File: config.mk
export PLATFORM = sky130hd
export DESIGN_NAME = univ_shift_reg
export DESIGN_NICKNAME = d
export VERILOG_FILES = /design/src/rtl/shift_pkg.sv /design/src/rtl/shift_ctrl.sv /design/src/rtl/univ_shift_reg.sv
export SDC_FILE = /design/constraint.sdc
export NUM_CORES = 1
export LEC_CHECK = 0
export ABC_AREA = 1
export CAP_MARGIN = 10
export CORE_MARGIN = 5
export CORE_UTILIZATION = 40
export CTS_CLUSTER_SIZE = 28
export DETAILED_ROUTE_END_ITERATION = 10
export GPL_TIMING_DRIVEN = 0
export PLACE_DENSITY = 0.71
export SETUP_SLACK_MARGIN = 0.2
export SLEW_MARGIN = 20
export SYNTH_ARGS = -nofsm -noshare
export SYNTH_HDL_FRONTEND = slang
export SYNTH_SLANG_ARGS = --single-unit
File: constraint.sdc
create_clock -name clk -period 1.4 [get_ports clk]
set_input_delay 0.14 -clock clk [delete_from_list [all_inputs] [get_ports clk]]
set_output_delay 0.14 -clock clk [all_outputs]
set_load 0.1 [all_outputs]
File: src/rtl/shift_pkg.sv
// Shared definitions for the universal shift register: operation encodings,
// controller state type and a mode classification helper.
package shift_pkg;

  localparam logic [2:0] MODE_HOLD  = 3'b000;
  localparam logic [2:0] MODE_LOAD  = 3'b001;
  localparam logic [2:0] MODE_SHL   = 3'b010;
  localparam logic [2:0] MODE_SHR   = 3'b011;
  localparam logic [2:0] MODE_ROTL  = 3'b100;
  localparam logic [2:0] MODE_ROTR  = 3'b101;
  localparam logic [2:0] MODE_CLEAR = 3'b110;
  localparam logic [2:0] MODE_RSVD  = 3'b111;

  typedef enum logic {
    IDLE = 1'b0,
    RUN  = 1'b1
  } state_t;

  // Only shifts and rotates can be repeated as a burst.
  function automatic logic is_shift_mode(input logic [2:0] mode);
    return (mode == MODE_SHL) || (mode == MODE_SHR) ||
           (mode == MODE_ROTL) || (mode == MODE_ROTR);
  endfunction

endpackage

File: src/rtl/shift_ctrl.sv
// Burst controller: decides which operation the datapath applies on each edge
// and tracks the remaining burst length, busy and the done pulse.
module shift_ctrl
  import shift_pkg::*;
#(
  parameter int CNT_W = 4
) (
  input  logic             clk,
  input  logic             rst,
  input  logic [2:0]       mode,
  input  logic             start,
  input  logic [CNT_W-1:0] shift_cnt,
  output logic [2:0]       op_mode,
  output logic             busy,
  output logic             done
);

  state_t           state, state_next;
  logic [CNT_W-1:0] remaining, remaining_next;
  logic [2:0]       run_mode, run_mode_next;
  logic             done_next;

  always_comb begin
    state_next     = state;
    remaining_next = remaining;
    run_mode_next  = run_mode;
    done_next      = 1'b0;
    op_mode        = mode;
    case (state)
      IDLE: begin
        if (start && is_shift_mode(mode)) begin
          if (shift_cnt == '0) begin
            // An empty burst leaves q alone but still acknowledges the request.
            op_mode   = MODE_HOLD;
            done_next = 1'b1;
          end else begin
            run_mode_next  = mode;
            remaining_next = shift_cnt - CNT_W'(1);
            if (shift_cnt != CNT_W'(1)) state_next = RUN;
            else                        done_next  = 1'b1;
          end
        end
      end
      RUN: begin
        op_mode        = run_mode;
        remaining_next = remaining - CNT_W'(1);
        if (remaining == CNT_W'(1)) begin
          state_next = IDLE;
          done_next  = 1'b1;
        end
      end
      default: state_next = IDLE;
    endcase
  end

  always_ff @(posedge clk or negedge rst) begin
    if (!rst) begin
      state     <= IDLE;
      remaining <= '0;
      run_mode  <= MODE_HOLD;
      busy      <= 1'b0;
      done      <= 1'b0;
    end else begin
      state     <= state_next;
      remaining <= remaining_next;
      run_mode  <= run_mode_next;
      busy      <= (state_next == RUN);
      done      <= done_next;
    end
  end

endmodule

File: src/rtl/univ_shift_reg.sv
// Universal shift register with single-step operations and counted bursts of
// shifts/rotates; shift_ctrl selects the operation, this level owns q.
module univ_shift_reg
  import shift_pkg::*;
#(
  parameter int WIDTH = 8,
  parameter int CNT_W = $clog2(WIDTH + 1)
) (
  input  logic             clk,
  input  logic             rst,
  input  logic [2:0]       mode,
  input  logic [WIDTH-1:0] load_data,
  input  logic             ser_in_l,
  input  logic             ser_in_r,
  input  logic             start,
  input  logic [CNT_W-1:0] shift_cnt,
  output logic [WIDTH-1:0] q,
  output logic             ser_out_l,
  output logic             ser_out_r,
  output logic             busy,
  output logic             done
);

  logic [2:0]       op_mode;
  logic [WIDTH-1:0] q_next;

  shift_ctrl #(
    .CNT_W(CNT_W)
  ) u_ctrl (
    .clk      (clk),
    .rst      (rst),
    .mode     (mode),
    .start    (start),
    .shift_cnt(shift_cnt),
    .op_mode  (op_mode),
    .busy     (busy),
    .done     (done)
  );

  always_comb begin
    q_next = q;
    case (op_mode)
      MODE_LOAD:  q_next = load_data;
      MODE_SHL:   q_next = {q[WIDTH-2:0], ser_in_l};
      MODE_SHR:   q_next = {ser_in_r, q[WIDTH-1:1]};
      MODE_ROTL:  q_next = {q[WIDTH-2:0], q[WIDTH-1]};
      MODE_ROTR:  q_next = {q[0], q[WIDTH-1:1]};
      MODE_CLEAR: q_next = '0;
      default:    q_next = q;
    endcase
  end

  always_ff @(posedge clk or negedge rst) begin
    if (!rst) q <= '0;
    else      q <= q_next;
  end

  assign ser_out_l = q[WIDTH-1];
  assign ser_out_r = q[0];

endmodule
=== Word-level counts from Yosys, hierarchy flattened ===
Cells that the tools add are included.

* Reduce and logical (&&, ||, !) cells: 8
* Equal/unequal tests: 14
* Multiplexer cells: 17
* Add/sub/neg operators: 2
* Bitwise operators: 2

{| class="wikitable"
|+ Operators with widths
! cell !! count
|-
| $pmux W8 S6 || 1
|-
| $eq A3 B3 Y1 const B || 5
|-
| $eq A3 B2 Y1 const B || 4
|-
| $mux W1 || 8
|-
| $mux W4 || 2
|-
| $pmux W4 S2 || 1
|-
| $sub A4 B1 Y4 const B || 2
|-
| $mux W3 || 2
|-
| $pmux W3 S2 || 1
|-
| $reduce_bool A6 Y1 || 1
|-
| $eq A4 B1 Y1 const B || 1
|-
| $logic_not A4 Y1 || 1
|-
| $ne A4 B1 Y1 const B || 1
|-
| $pmux W1 S2 || 2
|-
| $eq A3 B1 Y1 const B || 1
|-
| $logic_or A1 B1 Y1 || 3
|-
| $reduce_and A3 Y1 || 1
|-
| $ne A2 B1 Y1 const B || 1
|-
| $ne A2 B2 Y1 const B || 1
|-
| $not A1 Y1 || 2
|-
| $reduce_and A2 Y1 || 1
|-
| $logic_and A1 B1 Y1 || 1
|}

* Input bits: 20
* Output and inout port bits: 12
* Register bits after elaboration: 17
* Word-level logic and storage cells: 48

=== Depth between registers and ports, before layout ===
Gate-level depths: netlist of the first run.

* Depth in word-level cells: 9
* Mapped depth: 15
* Depth with buffers taken out: 15

=== Cells and area by module ===
From an unflattened synthesis of the first run, not the netlist that was laid out.

* Cells, all modules: 183
* Area total of the unflattened synthesis: 1209.9 um^2

{| class="wikitable"
|+ Modules (own cells, without submodules)
! module !! cells each !! area each (um^2) !! seq. area each (um^2) !! times used
|-
| shift_ctrl || 88 || 630.6 || 225.2 || 1
|-
| univ_shift_reg || 95 || 579.3 || 200.2 || 1
|}

=== Worst setup path before layout of the first run ===
No wires, ideal clock.

* Path type: reg2reg
* From: register u_ctrl.busy (netlist name)
* To: register q[0]
* Required time: 1280 ps
* Library setup time: 120 ps
* Buffers on the path: 1
* Cell stages (with the launch flop): 13
* Path slack: -676 ps
* Arrival: 1956 ps
* Period minus slack after synthesis: 2076 ps
* Cells stage by stage: dfrtp_1 > buf_2 > nor2_1 > nand2_2 > nand2_2 > nand2_2 > nand2_2 > nand2_4 > nand2_1 > nor2_1 > nand2_1 > nand2_1 > nand2_1

{| class="wikitable"
|+ RTL lines
! what !! line !! source
|-
| end signal, assigned || univ_shift_reg.sv:55 || <nowiki>else q <= q_next;</nowiki>
|-
| end, declared || univ_shift_reg.sv:17 || <nowiki>output logic [WIDTH-1:0] q,</nowiki>
|}

==> results.txt, run 1 <==
- Result of the run: finished, violations left
* Violations in the final reports: negative setup slack
* Setup TNS: -2.47 ns
* CTS tree: yes
- Filler cell count in the final layout: 234
- Net count reported at finish: 249
* Clk Latency, worst-skew pair: 0.29 ns
* Routed Wire Length: 3390 µm
- The tree built by TritonCTS fans out to 17 sinks.
- The area growth from synthesis to layout is 58.8%.
* Yosys top cell by area: sky130_fd_sc_hd__dfrtp_1
- The number of antenna violations at the first check in global routing was 0.
* Final-report max-slew violation count: 0
- Crit path required time: 1.57 ns
* # diodes: 0
- Worst rel slew slack: 48.2%
- sky130_fd_sc_hd__nand2_1 is the most common cell in the netlist.
- Die area: 4170 µm²
* Count of placed standard cells in the final layout, fillers left out: 255
* Vias: 1,299
- Number of buffers added to fix hold violations after cts: 0
* Total I/O pin count: 32
- For the pin with the worst max-slew slack, the measured transition is 0.774 ns.
- Overall overflow remaining after global route: 0
- Counting flops with an async set or reset pin after synthesis yields a share of 100%.
- Root Buffer: sky130_fd_sc_hd__clkbuf_4
- Count of placed standard cells including taps: 236
- Maximum fanout along the worst path: 7
* Synthesized area divided by synthesized cell count: 6.85 µm²
- In this run the remaining antenna-violating nets after routing total 0.
- Vias in the first global route: 1,229
- Traced cell by cell, the critical path runs through buf_8 -> buf_4 -> buf_6 -> buf_6 -> clkinvlp_4 -> nand2_1 -> o221ai_1 -> o21ai_1.
- Most frequent cells after synthesis: sky130_fd_sc_hd__nand2_1, sky130_fd_sc_hd__inv_1, sky130_fd_sc_hd__dfrtp_1
- In this design, the stage delay of the slowest critical-path cell is 0.51 ns.
- The tool flagged a number of max-cap violations equal to 0.
* Final setup violating endpoints: 17
* Startpoint type of the worst setup path: flip-flop
- Counting flops with a built-in enable in the synthesized netlist gives 0.
- The number of nets handed over by synthesis was 198.
* Commonest register cell after synthesis: sky130_fd_sc_hd__dfrtp_1
* Crit-path most repeated cell: sky130_fd_sc_hd__buf_6
* Share of final-layout standard cells stronger than drive strength 1: 36.2%
- Post-route clock period utilization: 116%
- Entering global routing, the biggest net connects 18 pins.
- Synthesized cell area: 1190 µm²
- Synthesized instance count: 174
- Timing would allow up to 0.616 GHz.
* Proportion of synthesized chip area in sequential cells: 35.7%
- Placer congestion estimate: 0.859
- For this block, the initial DRC count from the detailed router was 65.
- Worst setup slack for register-to-register paths: -0.22 ns
- The clock arrives with 0.00939 ns of skew.
- Category of the most critical setup path: reg2reg
* Port buffer count: 31
- Setup slack on the critical path of the routed design comes to -0.223 ns.
* Row cnt: 19
* Unrepaired setup endpoints after global routing: true
- The first global-routing pass estimated 5440 µm of wire.
- The wire-length estimate of the detail-placed layout is 2380 µm.
- For this run, the number of Yosys warnings is 0.
* Clock-pin transition on the worst setup and hold timing paths: 0.11 ns
* Vias per std cell: 5.09
- First drt pass iteration count: 4
- In this run the vertical extent of the chip is 64.6 µm.
- Synth unique cells: 20
- Global routing consumed, over all layers together, 16.0% of the routing resources.
* Fraction of post-synthesis cell area in the top cell type by area: 35.7%
- STA puts the critical path data arrival time at 1.80 ns.
- The routed design could run at a clock period as short as 1.62 ns.
* Hold WS: 0.204 ns
- Die boundary width: 64.6 µm
* Average detailed-routed wire length per instance: 13.3 µm
- Starting utilization of the core area: 42.5%
* Classification of the worst-slack hold path: in2reg
- Kind of end point of the critical path: flip-flop
* H-tree level count: 1
- For this run, design rule violations remaining after detail routing come to 0.
- Crit-path slowest cell: sky130_fd_sc_hd__dfrtp_4
- Hold violation total from the final report: 0
- In this run, synthesis produced a sequential element count of 17.
- The core region is 2810 µm².
- Total CTS buffers: 3
* Buffer depth of the longest clock path: 2
* Area contributors post-synth: sky130_fd_sc_hd__dfrtp_1, sky130_fd_sc_hd__nand2_1, sky130_fd_sc_hd__nand3_1
## layer usage
layer	track usage, %	share of wire [%]	routed length [µm]
met1	20.2	44	1510
met2	27.8	52	1770
met3	2.42	2.7	91
met4	5.54	0.80	27
met5	0	0	0
## kinds of logic (layout without fill, tap and decap cells)
kind of cell / count (synthesis) / count (layout) / share of synthesized area [%]
compound gates: 22 / 22 / 10.1
xor+xnor: 2 / 2 / 1.47
fa+ha+maj: 4 / 4 / 4.20
buf+inv: 25 / 75 / 8.60
flops: 17 / 17 / 35.7
simple gates: 104 / 104 / 40.0
## cell usage in the layout, fill, tap and decap left out, drive strengths merged, types with 15 or more instances in the layout
cell type | synthesis | routed
buf | 3 | 29
clkdlybuf4s50 | 0 | 16
dfrtp | 17 | 17
inv | 22 | 21
nand2 | 69 | 69
nand3 | 16 | 16
nor2 | 17 | 17
o21ai | 15 | 15
## worst paths after layout
path,from,endpoint,cells after the start
max reg2reg,u_ctrl.busy,u_ctrl.remaining[2],8
max,u_ctrl.busy,u_ctrl.remaining[2],8
min reg2reg,u_ctrl.run_mode[2],u_ctrl.run_mode[2],2
max in group asynchronous,rst,q[7],1
min in group asynchronous,rst,u_ctrl.done,1
min,mode[1],u_ctrl.run_mode[1],3
## flip-flops by register name (all words and copies together), names as in the netlist
register / flops
u_ctrl.run_mode: 3
u_ctrl.busy: 1
u_ctrl.done: 1
u_ctrl.remaining: 4
q: 8
## through the flow
| step | setup slack, ns | utilization [%] | area [µm²] |
|---|---|---|---|
| after floorplan | -0.221 | - | 1250 |
| after global placement | -0.666 | 56.9 | 1600 |
| after detailed placement | -0.699 | 56.9 | 1600 |
| after CTS | -0.170 | 63.1 | 1770 |
| after global routing | -0.302 | 67.5 | 1890 |
| final | -0.223 | 67.5 | 1890 |
## critical path, delay by kind of cell (launching register included)
family	cells	cell delay, ns
AOI/OAI and AO/OA	2	0.27
buffers and inverters	5	0.65
DFF	1	0.51
and+or+nand+nor	1	0.07
## final cells by class
class                   count  area, µm²  share of cell area (%)
plain buffers               3       37.5                    1.98
clock buffers               3       22.5                    1.19
clock inverters             1       5.00                   0.264
inverters                  22       91.3                    4.82
multi-input cells         132        796                    42.0
flip-flops and latches     17        437                    23.1
well taps                  31       38.8                    2.05
repair buffers             46        465                    24.6
## what timing repair did
| item | in CTS | in global routing |
|---|---|---|
| endpoints found under the setup margin | 28 | 28 |
| pin swaps | 18 | 10 |
| gates resized for setup | 105 | 22 |
| setup buffers | 11 | 4 |
Power of run 1 is left out: the tool's default activity adds up to more than one toggle a clock period on the data nets, which glitch-free logic cannot reach.
==> run 2, diff against run 1 <==
ABC_AREA = 0   (was 1)
==> results.txt, run 2 <==
- The largest fanout of any net on the critical path is 8 (was 7).
- Core Box Area: 2980 µm² (was 2810 µm²)
- Combinational logic is responsible for 75.0% of the overall power.
* DRC viols: 0 (unchanged)
- Worst rel slew slack: 36.5% (was 48.2%)
- The flip-flop cell with the highest count after synthesis is sky130_fd_sc_hd__dfrtp_1 (unchanged).
* Violations in the final reports: negative setup slack (unchanged)
- Kind of end point of the critical path: flip-flop (unchanged)
* Initial antenna violation count: 0 (unchanged)
- The number of nets with antenna violations after routing was 0 (unchanged).
- The largest family of logic cells by synthesized area is compound AO/OA/AOI/OAI gates (was simple AND/OR/NAND/NOR gates).
- Root Buffer: sky130_fd_sc_hd__clkbuf_4 (unchanged)
- The classification of the worst-slack hold path was in2reg (unchanged).
- Clock tree sinks: 17 (unchanged)
- The number of global-route vias before repair is 1,149 (was 1,229).
- The final critical delay including setup and external delays came to 1.82 ns (was 1.62 ns).
* Port buffer count: 31 (unchanged)
- Total routing usage reported by global routing: 16.2% (was 16.0%)
* Fraction of post-synthesis cell area in the top cell type by area: 35.2% (was 35.7%)
- Dividing total power by cell area gives a power density of 2760 nW/µm².
* Fin util: 62.8% (was 67.5%)
- Result of the run: finished, violations left (unchanged)
- The die boundary height is 64.9 µm (was 64.6 µm).
- Unrepaired setup endpoints after global routing: true (unchanged).
- Most frequent cells after synthesis: sky130_fd_sc_hd__dfrtp_1, sky130_fd_sc_hd__nor2_1, sky130_fd_sc_hd__a21oi_1, sky130_fd_sc_hd__mux2i_1 (was sky130_fd_sc_hd__nand2_1, sky130_fd_sc_hd__inv_1, sky130_fd_sc_hd__dfrtp_1)
* Synthesized area divided by synthesized cell count: 9.90 µm² (was 6.85 µm²)
- Internal power comes to 2500 µW.
- The final number of max-transition violations was 0 (unchanged).
- Net switching is 51.6% of the power.
- Synthesized instance count: 122 (was 174)
* Vias per std cell: 5.67 (was 5.09)
- The number of fillers in the final layout was 246 (was 234).
- The area enclosed by the die boundary came to 4220 µm² (was 4170 µm²).
- The analysis attributes to net switching a power of 2660 µW.
- Yosys top cell by area: sky130_fd_sc_hd__dfrtp_1 (unchanged)
- The most common cell after layout, fill and taps aside is sky130_fd_sc_hd__dfrtp_1 (was sky130_fd_sc_hd__nand2_1).
- The total of max-cap violations is 0 (unchanged).
- The post-synthesis sequential area ratio is 35.2% (was 35.7%).
* H-tree level count: 1 (unchanged)
- The layout overhead on the synthesized area came to 54.9% (was 58.8%).
* Detailed Route Iter0 Violations: 53 (was 65)
- Most frequent cells in the layout: sky130_fd_sc_hd__dfrtp_1, sky130_fd_sc_hd__clkdlybuf4s50_1, sky130_fd_sc_hd__nor2_1 (was sky130_fd_sc_hd__nand2_1, sky130_fd_sc_hd__nand3_1, sky130_fd_sc_hd__clkdlybuf4s50_1).
- The synthesized netlist net count was 146 (was 198).
* Hold WS: 0.189 ns (was 0.204 ns)
- Total Power Consumption: 5170 µW
- Synth Area in Compound Gates: 27.0% (was 10.1%)
- Per report_power, the clock group accounts for 5.8% of the total.
* Post-DP HPWL: 2300 µm (was 2380 µm)
* Number of synthesized flops with an enable pin: 0 (unchanged)
- The number of distinct library cells after synthesis is 37 (was 20).
* Crit path required time: 1.60 ns (was 1.57 ns)
- The number of non-filler instances in the completed layout is 199 (was 255).
- The xor/xnor cell area share of the yosys netlist was 5.91% (was 1.47%).
* Startpoint type of the worst setup path: flip-flop (unchanged)
* Routed Wire Length: 3400 µm (was 3390 µm)
* Share of final-layout standard cells stronger than drive strength 1: 36.1% (was 36.2%)
* CTS tree: yes (unchanged)
- Post-route clock skew: 0.00278 ns (was 0.00939 ns)
- Net count reported at finish: 191 (was 249)
* Flop and latch count out of synthesis: 17 (unchanged)
- Register with the highest flop count: q (unchanged)
* Maximum number of pins on one net before global-route repair: 18 (unchanged)
* Average detailed-routed wire length per instance: 17.1 µm (was 13.3 µm)
* Category of the most critical setup path: reg2reg (unchanged)
- Maximum clock frequency: 0.548 GHz (was 0.616 GHz)
- Count of placed standard cells including taps: 186 (was 236)
- The number of endpoints failing setup at the final stage was 13 (was 17).
* Placer congestion estimate: 0.748 (was 0.859)
* Hold violation total from the final report: 0 (unchanged)
* Clk Latency, worst-skew pair: 0.31 ns (was 0.29 ns)
* Post-place setup slack: -1.04 ns (was -0.699 ns)
- The clock buffer count from CTS is 3 (unchanged).
- Synth warnings: 0 (unchanged)
- Most common cell in the netlist: sky130_fd_sc_hd__dfrtp_1 (was sky130_fd_sc_hd__nand2_1)
* Starting utilization of the core area: 40.5% (was 42.5%)
- Actual slew at the worst max-slew pin: 0.956 ns (was 0.774 ns)
- Total I/O pin count: 32 (unchanged)
* Wire length of the first global-routing pass: 5270 µm (was 5440 µm)
- Static Leak: 0.000817 µW
* Buffer depth of the longest clock path: 2 (unchanged)
- Fraction of power consumed by sequential logic: 19.3%
* Worst IR Drop VDD: 2.08 mV
- Number of buffers added to fix hold violations after cts: 0 (unchanged)
* Die boundary width: 64.9 µm (was 64.6 µm)
- The simple-gate portion of the synthesized area came to 13.8% (was 40.0%).
- Synthesized cell area: 1210 µm² (was 1190 µm²)
- Largest registers in the final layout: q (8), u_ctrl.remaining (4), u_ctrl.run_mode (3) (unchanged)
- The share of async-settable or async-resettable flops after synthesis came to 100% (unchanged).
- Clock-pin transition on the worst setup and hold timing paths: 0.12 ns (was 0.11 ns)
* Area contributors post-synth: sky130_fd_sc_hd__dfrtp_1, sky130_fd_sc_hd__mux2i_1, sky130_fd_sc_hd__a221o_1 (was sky130_fd_sc_hd__dfrtp_1, sky130_fd_sc_hd__nand2_1, sky130_fd_sc_hd__nand3_1)
* Data arrival time of the worst path: 2.03 ns (was 1.80 ns)
- The post-synthesis mux area share is 8.50% (was 0%).
* # diodes: 0 (unchanged)
- The total global routing overflow came to 0 (unchanged).
* Flip-flop count of the largest register after layout: 8 (unchanged)
- The worst setup slack after layout is -0.425 ns (was -0.223 ns).
* Post-route clock period utilization: 130% (was 116%)
- First drt pass iteration count: 4 (unchanged)
- Adder and majority cell fraction of the synthesized area: 4.15% (was 4.20%)
- The number of vias after detailed routing is 1,128 (was 1,299).
- Row cnt: 20 (was 19)
[run 2: final cells by class]
class                           count  area [µm²]  share of cell area (%)
Tap cell                           33        41.3                    2.21
Sequential cell                    17         437                    23.3
Clock buffer                        3        22.5                    1.20
Buffer                              6        71.3                    3.81
Clock inverter                      1        7.51                   0.401
Inverter                            6        30.0                    1.61
Multi-Input combinational cell     93         808                    43.2
Timing Repair Buffer               40         453                    24.2
[run 2: cell families after synthesis]
family | Yosys count
and+or+nand+nor | 34
muxes | 10
AOI/OAI and AO/OA | 39
DFF | 17
xor gates and xnor gates | 6
buffers and inverters | 12
adders and majority gates | 4
[run 2: final timing paths]
kind,startpoint,endpoint,slack (ns),cells after the start
worst max-delay path,u_ctrl.busy,q[4],-0.42,5
worst min register to register,u_ctrl.remaining[0],u_ctrl.remaining[0],0.56,1
worst min-delay path,mode[2],u_ctrl.run_mode[2],0.19,3
max in group asynchronous,rst,u_ctrl.busy,0.52,1
min in group asynchronous,rst,u_ctrl.run_mode[1],0.29,1
worst max register to register,u_ctrl.busy,q[4],-0.42,5
[run 2: metrics by stage]
stage	TNS (ns)	cell area, µm²
2_1_floorplan	-4.23	1260
3_3_place_gp	-14.80	1610
3_5_place_dp	-15.16	1610
4_1_cts	-3.98	1730
5_1_grt	-4.45	1870
6_report	-3.73	1870
[run 2: timing repair]
item | in CTS | in global routing
gates resized for setup | 92 | 27
gates cloned | 0 | 0
buffers inserted | 3 | 6
endpoints found under the setup margin | 29 | 23
pin swaps | 4 | 2
[run 2: power groups by stage]
| stage | clock network, µW | registers, µW | logic (µW) |
|---|---|---|---|
| finish | 298 | 995 | 3870 |
| global route | 326 | 1030 | 4110 |
| CTS | 306 | 978 | 3520 |
| detailed placement | 0 | 957 | 3270 |
| global placement | 0 | 956 | 3230 |
| floorplan | 0 | 1650 | 1920 |
[run 2: metal layers]
metal	vias to the layer above	routed length [µm]	global-route usage [%]
li1	539	-	-
met1	538	1440	18.9
met2	43	1660	27.1
met3	8	217	5.89
met4	0	81	6.07
met5	-	0	0
[run 2: worst max-delay path, cell delays in order (launching register included)]
cell and delay (ns):
sky130_fd_sc_hd__dfrtp_4 0.50, sky130_fd_sc_hd__buf_8 0.15, sky130_fd_sc_hd__a221o_4 0.48, sky130_fd_sc_hd__xnor2_4 0.24
sky130_fd_sc_hd__nor2_1 0.08, sky130_fd_sc_hd__a221o_1 0.27
(Power assumes the default switching activity.)
==> edit (settings of run 1) <==
Reset style: synchronous (`rst`), changed in 2 clocked blocks.
--- a/src/rtl/shift_ctrl.sv
+++ b/src/rtl/shift_ctrl.sv
@@ -54,5 +54,5 @@
   end
 
-  always_ff @(posedge clk or negedge rst) begin
+  always_ff @(posedge clk) begin
     if (!rst) begin
       state     <= IDLE;
--- a/src/rtl/univ_shift_reg.sv
+++ b/src/rtl/univ_shift_reg.sv
@@ -51,5 +51,5 @@
   end
 
-  always_ff @(posedge clk or negedge rst) begin
+  always_ff @(posedge clk) begin
     if (!rst) q <= '0;
     else      q <= q_next;
Function: differs if rst is asserted again (counterexample within 4 cycles, from zero or initial values and one cycle with rst low); with rst held inactive, the same outputs for 10 cycles.
==> edit against run 1 <==
The flow still finishes with violations (negative setup slack); critical path depth up 2; final area is 5.8% lower; area after synthesis is 0.21% lower; worst setup slack improved by 160 ps; routed wire length increased by 0.44%; sequential cell count unchanged.
==> edit: results (changes against run 1) <==
<table>
<tr><th>Metric</th><th>Value</th></tr>
<tr><th colspan="2">Final layout</th></tr>
<tr><td>Number of multi-input combinational cells</td><td>147 (+11%)</td></tr>
<tr><td>Area growth from synthesis to final layout</td><td>49.84%</td></tr>
<tr><td>Area of the multi-input gates</td><td>865.8 µm² (+8.8%)</td></tr>
<tr><td>Sequential fraction of total cell area</td><td>19.44% (-3.6 points)</td></tr>
<tr><td>FFs &amp; Latches</td><td>17 (unchanged)</td></tr>
<tr><td>Clock network area share</td><td>1.544% (+0.090 points)</td></tr>
<tr><td>Filler Cells Inserted</td><td>258 (+10%)</td></tr>
<tr><td>Non-clock buffer area fraction after layout</td><td>23.72% (-2.9 points)</td></tr>
<tr><th colspan="2">Placed design</th></tr>
<tr><td>Number of cells in the design after placement</td><td>250 (+5.9%)</td></tr>
<tr><td>Post-place setup slack</td><td>-767.3 ps (-68.06 ps)</td></tr>
<tr><th colspan="2">STA</th></tr>
<tr><td>Worst path setup slack after routing</td><td>-61.59 ps (+161.2 ps)</td></tr>
<tr><td>Setup TNS</td><td>-338.2 ps (+2127 ps)</td></tr>
<tr><td>Setup violations, final</td><td>8 (-9)</td></tr>
<tr><td>Fin Clk Skew</td><td>3.165 ps (-6.220 ps)</td></tr>
<tr><th colspan="2">Synthesis</th></tr>
<tr><td>Synth Area in XOR/XNOR</td><td>2.208% (+0.74 points)</td></tr>
<tr><td>Post-synthesis instance area</td><td>1190 µm² (-0.21%)</td></tr>
<tr><td>Post-synthesis adder-cell area fraction</td><td>4.206% (+0.0088 points)</td></tr>
<tr><td>Synth cell types</td><td>26 (+30%)</td></tr>
<tr><th colspan="2">Routing</th></tr>
<tr><td>Met2 WL post-DR</td><td>1779 µm (+0.74%)</td></tr>
<tr><td>DRT met1 WL</td><td>1482 µm (-1.7%)</td></tr>
<tr><td>Via count normalized by instance count</td><td>5.076 (-0.36%)</td></tr>
<tr><th colspan="2">Worst hold path</th></tr>
<tr><td>Number of stages on the worst hold path</td><td>5 (+2)</td></tr>
<tr><th colspan="2">Status</th></tr>
<tr><td>Outcome</td><td>finished with violations</td></tr>
<tr><td>Violated checks</td><td>negative setup slack</td></tr>
<tr><th colspan="2">Worst setup path</th></tr>
<tr><td>Critical path fanouts, max</td><td>5 (-2)</td></tr>
<tr><td>Worst path arrival time</td><td>1660 ps (-140 ps)</td></tr>
<tr><td>Worst Reg2Reg Path Length in Cells</td><td>10 (+2)</td></tr>
<tr><th colspan="2">GRT</th></tr>
<tr><td>Wire length of the first global-routing pass</td><td>5706 µm (+4.9%)</td></tr>
<tr><td>Largest net degree at the start of global routing</td><td>11 (-7)</td></tr>
<tr><td>Global-route usage over all layers</td><td>16.81% (+0.80 points)</td></tr>
<tr><td>Met3 layer usage reported by global route</td><td>2.591% (+0.17 points)</td></tr>
</table>
## edit: cell types whose count changed in the layout (fill, tap and decap cells not counted), moves of 3 or more
cell             before  now
o21ai_2               5    0
a21oi_1               1    4
dfxtp_1               0   14
nor2_1               11   22
nand2_2              11   15
clkdlybuf4s50_1      16   12
buf_4                12   18
buf_6                12    5
nand3_1              16    8
dfrtp_4               3    0
nor2_4                3    7
o21ai_0               1    4
dfrtp_1              14    0
## edit: critical path, cell delays in order (launching register included)
cell	delay, ps
dfxtp_4	390
buf_8	130
nand2_2	80
inv_2	40
a21oi_4	150
nand2_2	100
nand3_4	140
buf_6	140
nand2_2	40
nor2_1	90
nor2_1	50
## edit: repair_timing
item | 4_1_cts | 5_1_grt
resized for setup | 117 | 15
pin swaps | 16 | 9
cloned | 1 | 0
buffers inserted | 9 | 0
setup endpoints to repair | 28 | 22
